### config.mk
export PLATFORM = sky130hd
export DESIGN_NAME = mux_nway_reg
export DESIGN_NICKNAME = d
export VERILOG_FILES = /design/src/rtl/mux_nway_reg.sv
export SDC_FILE = /design/constraint.sdc
export NUM_CORES = 1
export LEC_CHECK = 0
export BUFFER_PORTS_ARGS = -buffer_cell sky130_fd_sc_hd__buf_2
export CAP_MARGIN = 20
export CORE_UTILIZATION = 50
export DETAILED_ROUTE_END_ITERATION = 10
export HOLD_SLACK_MARGIN = 0.06
export PLACE_DENSITY = 0.81
export SKIP_LAST_GASP = 1
export SLEW_MARGIN = 40
export SYNTH_ARGS = -nofsm -noshare
export SYNTH_HDL_FRONTEND = slang
export SYNTH_SLANG_ARGS = --single-unit
### constraint.sdc
create_clock -name clk -period 16 [get_ports clk]
set_clock_uncertainty 0.15 [all_clocks]
set_input_delay 0.8 -clock clk [delete_from_list [all_inputs] [get_ports clk]]
set_output_delay 0.8 -clock clk [all_outputs]
set_load 0.01 [all_outputs]
### src/rtl/mux_nway_reg.sv
// rtl/mux_nway_reg.sv - registered N-way mux with select and round-robin modes
module mux_nway_reg #(
    parameter int WIDTH  = 32,
    parameter int NUM_IN = 5,
    parameter int SEL_W  = 3
) (
    input  logic                    clk,
    input  logic                    rst,
    input  logic                    mode,
    input  logic [SEL_W-1:0]        sel,
    input  logic [NUM_IN*WIDTH-1:0] in_data,
    input  logic [NUM_IN-1:0]       in_valid,
    output logic [NUM_IN-1:0]       in_ready,
    output logic [WIDTH-1:0]        out_data,
    output logic                    out_valid,
    input  logic                    out_ready,
    output logic [SEL_W-1:0]        out_src,
    output logic                    err_sel
);

    logic [WIDTH-1:0] out_data_q, out_data_d;
    logic             out_valid_q, out_valid_d;
    logic [SEL_W-1:0] out_src_q, out_src_d;
    logic             err_sel_q, err_sel_d;
    logic [SEL_W-1:0] last_grant_q, last_grant_d;

    logic             load_en;
    logic             sel_ok;
    logic             grant_any;
    logic [SEL_W-1:0] grant_idx;
    logic [WIDTH-1:0] grant_data;
    int               lg;

    assign load_en = !out_valid_q || out_ready;

    // Pick at most one source: the selected index, or the first valid input after last_grant
    always_comb begin
        grant_any = 1'b0;
        grant_idx = '0;
        lg        = int'(last_grant_q);
        sel_ok    = (int'(sel) < NUM_IN);
        if (!mode) begin
            for (int i = 0; i < NUM_IN; i++) begin
                if (sel_ok && (int'(sel) == i) && in_valid[i]) begin
                    grant_any = 1'b1;
                    grant_idx = SEL_W'(i);
                end
            end
        end else begin
            for (int k = 1; k <= NUM_IN; k++) begin
                for (int i = 0; i < NUM_IN; i++) begin
                    if (!grant_any && in_valid[i] && (((lg + k) % NUM_IN) == i)) begin
                        grant_any = 1'b1;
                        grant_idx = SEL_W'(i);
                    end
                end
            end
        end
    end

    // Steer the granted word and raise ready only on the granted input; nobody is ready during reset
    always_comb begin
        grant_data = '0;
        in_ready   = '0;
        for (int i = 0; i < NUM_IN; i++) begin
            if (grant_any && (grant_idx == SEL_W'(i))) begin
                grant_data  = in_data[i*WIDTH +: WIDTH];
                in_ready[i] = !rst && load_en;
            end
        end
    end

    // Next-state: load on a grant, drain when nothing is granted, hold while stalled
    always_comb begin
        out_data_d   = out_data_q;
        out_valid_d  = out_valid_q;
        out_src_d    = out_src_q;
        err_sel_d    = err_sel_q;
        last_grant_d = last_grant_q;
        if (load_en) begin
            if (grant_any) begin
                out_data_d  = grant_data;
                out_src_d   = grant_idx;
                out_valid_d = 1'b1;
                if (mode) begin
                    last_grant_d = grant_idx;
                end
            end else begin
                out_valid_d = 1'b0;
            end
            if (!mode && !sel_ok) begin
                err_sel_d = 1'b1;
            end
        end
    end

    // State registers; reset wins and points the round-robin at input 0 first
    always_ff @(posedge clk) begin
        if (rst) begin
            out_data_q   <= '0;
            out_valid_q  <= 1'b0;
            out_src_q    <= '0;
            err_sel_q    <= 1'b0;
            last_grant_q <= SEL_W'(NUM_IN - 1);
        end else begin
            out_data_q   <= out_data_d;
            out_valid_q  <= out_valid_d;
            out_src_q    <= out_src_d;
            err_sel_q    <= err_sel_d;
            last_grant_q <= last_grant_d;
        end
    end

    assign out_data  = out_data_q;
    assign out_valid = out_valid_q;
    assign out_src   = out_src_q;
    assign err_sel   = err_sel_q;

endmodule

==> impl_metrics.tcl <==
set metrics [dict create \
    clock_latency_ns 0.30 \
    max_stage_delay_ns 0.83 \
    synthTopCellsByArea "dfxtp_1 15%, ha_1 7.5%, a221oi_1 5.3%, nand2_1 4.9%, a22oi_1 4.8%" \
    critPathArrivalTime_ns 6.52 \
    yosys_register_bits 40 \
    yosys-top-cells-count "69 x nand2_1, 48 x o21ai_0, 40 x dfxtp_1, 36 x a31oi_1, 34 x a22oi_1" \
    cts_tree "done" \
    io_buffers 213 \
    yosys-mux-area-fraction_pct 3.34 \
    syn2layout_area_growth_pct 22.4 \
    syn-num-nets 889 \
    ys.flop_type "dfxtp_1" \
    clock-sinks 40 \
    worstSetupStartpointType "flop" \
    relSlewSlack_pct 50.1 \
    grt_max_degree 40 \
    finalSetupViolations 0 \
    antenna_found_initial 0 \
    fmaxAchievable_mhz 134 \
    max_cap_violations 0 \
    synth_top_area_share_pct 15.1 \
    synth_area_leader_cell "dfxtp_1" \
    worstHoldPathType "flop to flop" \
    synth_cell_types 101 \
    setup.worst_path.class "flop to output port" \
    yosys_warnings 0 \
    vias 6321 \
    cts-htree-levels 2 \
    r2r_end "out_data[3]" \
    end_kind "output port" \
    period_share_pct 46.7 \
    rr_worst_depth 21 \
    synth_top_family_by_area "compound AO/OA/AOI/OAI gates" \
    crit-reg2reg-launch "last_grant_q[1]" \
    clockBufferDepth 2 \
    status "finished clean" \
    rrSetupSlack_ns 9.33 \
    grt_pass1_wl_mm 28.7 \
    yosysSeqAreaShare_pct 15.1 \
    firstDrtPassIters 5 \
    std_cell_rows 37 \
    die_area_sq_um 11000 \
    grt_util_all_layers_pct 32.4 \
    fp.dieW_um 105 \
    cts_root_buf "clkbuf_8" \
    synth-edff-count 0 \
    period_minus_slack_ns 7.47 \
    core_area_sq_um 10300 \
    place_congestion 0.953 \
    antenna_left 0 \
    synthAdderAreaFrac_pct 7.91 \
    drcViolationCount 0 \
    dp_cells 992 \
    antenna_cells 0 \
    layout.nets 1068 \
    wire_per_inst_um 18.4 \
    critPathRequiredTime_ns 15.05 \
    path_delay_family "simple AND/OR/NAND/NOR gates" \
    drt_wl_total_mm 18.4 \
    hold_buffers 0 \
    crit_start "last_grant_q[1]" \
    first_iter_violations 622 \
    viasPerCell 6.32 \
    numCtsBuffers 5 \
    synthCells 684 \
    post-cts-setup-buffer-count 0 \
    grt_overflow_total 0 \
    rsz0062_at_grt "no" \
    path_clk_slew_ns 0.09 \
    start_util_pct 51.5 \
    fin_cells 1000 \
    holdPathEnd "out_src[1]" \
    crit_buf_inv 5 \
    avgSynthCellArea_sq_um 7.77 \
    dpl.hpwl_mm 14.4 \
    cts_resized 0 \
    async_flop_share_pct 0 \
    die_h_um 105 \
    crit_chain "inv_1 -> ha_1 -> inv_2 -> ha_1 -> or3b_2 -> o22ai_1 -> or2_0 -> ha_1 -> inv_1 -> o22ai_1 -> o21ai_2 -> and3_1 -> o2111ai_1 -> o2111ai_1 -> or2_2 -> nand3_1 -> and3_4 -> nor2b_2 -> buf_4 -> nor2b_1 -> buf_2" \
    drv_slew 0 \
    hold_violations 0 \
    worstMarginPinSlew_ns 0.749 \
    yosysMostFrequentCell "nand2_1" \
    crit_slowest_cell "ha_1" \
    cp_max_fo 33 \
    worstHoldStart "out_src[1]" \
    synth_xor_xnor_area_share_pct 2.12 \
    grt_pass1_vias 5749 \
    top_level_ports 214 \
    critPathMostFrequentCell "ha_1" \
    layout-drive-gt1-share_pct 34.6 \
    synth-simple-area-share_pct 23.2 \
    setup_tns_ns 0 \
    synth_compound_area_share_pct 41.1 \
    holdPathStages 2 \
    syn_area_sq_um 5310 \
]
[how the worst max path moves through the flow]
stage          cells past startpoint  slack [ns]     endpoint
2_1_floorplan                     24        9.08  in_ready[0]
3_3_place_gp                      20        8.84  in_ready[0]
3_5_place_dp                      19        8.77  in_ready[2]
4_1_cts                           19        8.42  in_ready[2]
5_1_grt                           21        8.09  in_ready[2]
6_report                          21        8.53  in_ready[2]
[per-stage QoR]
stage | worst slack, ns | utilization, % | hold slack, ns | area [sq um]
4_1_cts | 8.42 | 63.0 | 0.310 | 6500
5_1_grt | 8.09 | 63.0 | 0.337 | 6510
6_report | 8.53 | 63.0 | 0.307 | 6510
3_5_place_dp | 8.77 | 61.8 | 0.297 | 6380
3_3_place_gp | 8.84 | 61.5 | 0.294 | 6350
2_1_floorplan | 9.08 | - | 0.331 | 5310
[flip-flops by register name (all words and copies together) (netlist names)]
signal	cells
err_sel	1
last_grant_q	3
out_data	32
out_src	3
out_valid	1
[worst register-to-register path, stage by stage (launching register included)]
cell and delay [ns]:
dfxtp_1 0.58, inv_1 0.24, ha_1 0.83, inv_2 0.28, ha_1 0.31, or3b_2 0.45, o22ai_1 0.21, or2_0 0.30
ha_1 0.25, inv_1 0.07, o22ai_1 0.28, o21ai_2 0.14, and3_1 0.21, o2111ai_1 0.37, o2111ai_1 0.24, a211oi_1 0.42
a21bo_2 0.29, nor2b_2 0.16, buf_4 0.23, a31o_2 0.25, a2bb2oi_1 0.19, o31ai_2 0.09
[metal layers]
metal / GRT usage (%) / vias to the layer above / share of wire [%]
met5: 0 / - / 0
met4: 12.7 / 0 / 3.4
met3: 6.92 / 45 / 8.0
met2: 52.9 / 298 / 47
met1: 41.4 / 2948 / 42
li1: - / 3030 / -
[cell type report]
class	instances	area, sq um
Multi-Input combinational cell	563	4150
Timing Repair Buffer	222	1150
Clock buffer	6	82.6
Clock inverter	2	38.8
Fill cell	919	3820
Sequential cell	40	802
Inverter	31	119
Tap cell	136	170
[logic make-up after synthesis]
group,Yosys count
xor gates and xnor gates,9
buffers and inverters,81
AOI/OAI and AO/OA,287
muxes,17
adders and majority gates,33
DFF,40
and+or+nand+nor,217
[cells in the final DEF, fill, tap and decap left out, types with 8 or more instances in the layout]
cell      count
a22oi_1      34
nand2_1      69
inv_1        25
mux2i_1      11
and2_1        8
nor3_1        8
ha_1         31
a31oi_1      36
a21o_1        9
or2_2         8
nor2b_1      10
dfxtp_1      39
nor2_1       32
buf_2       213
nand3_1      15
a21oi_1      24
o21ai_0      48
a211oi_1      8
and3_1       10
a221oi_1     32
Power is not shown: default switching activity piles up to over one toggle a cycle in this logic, so the estimate is an artifact.
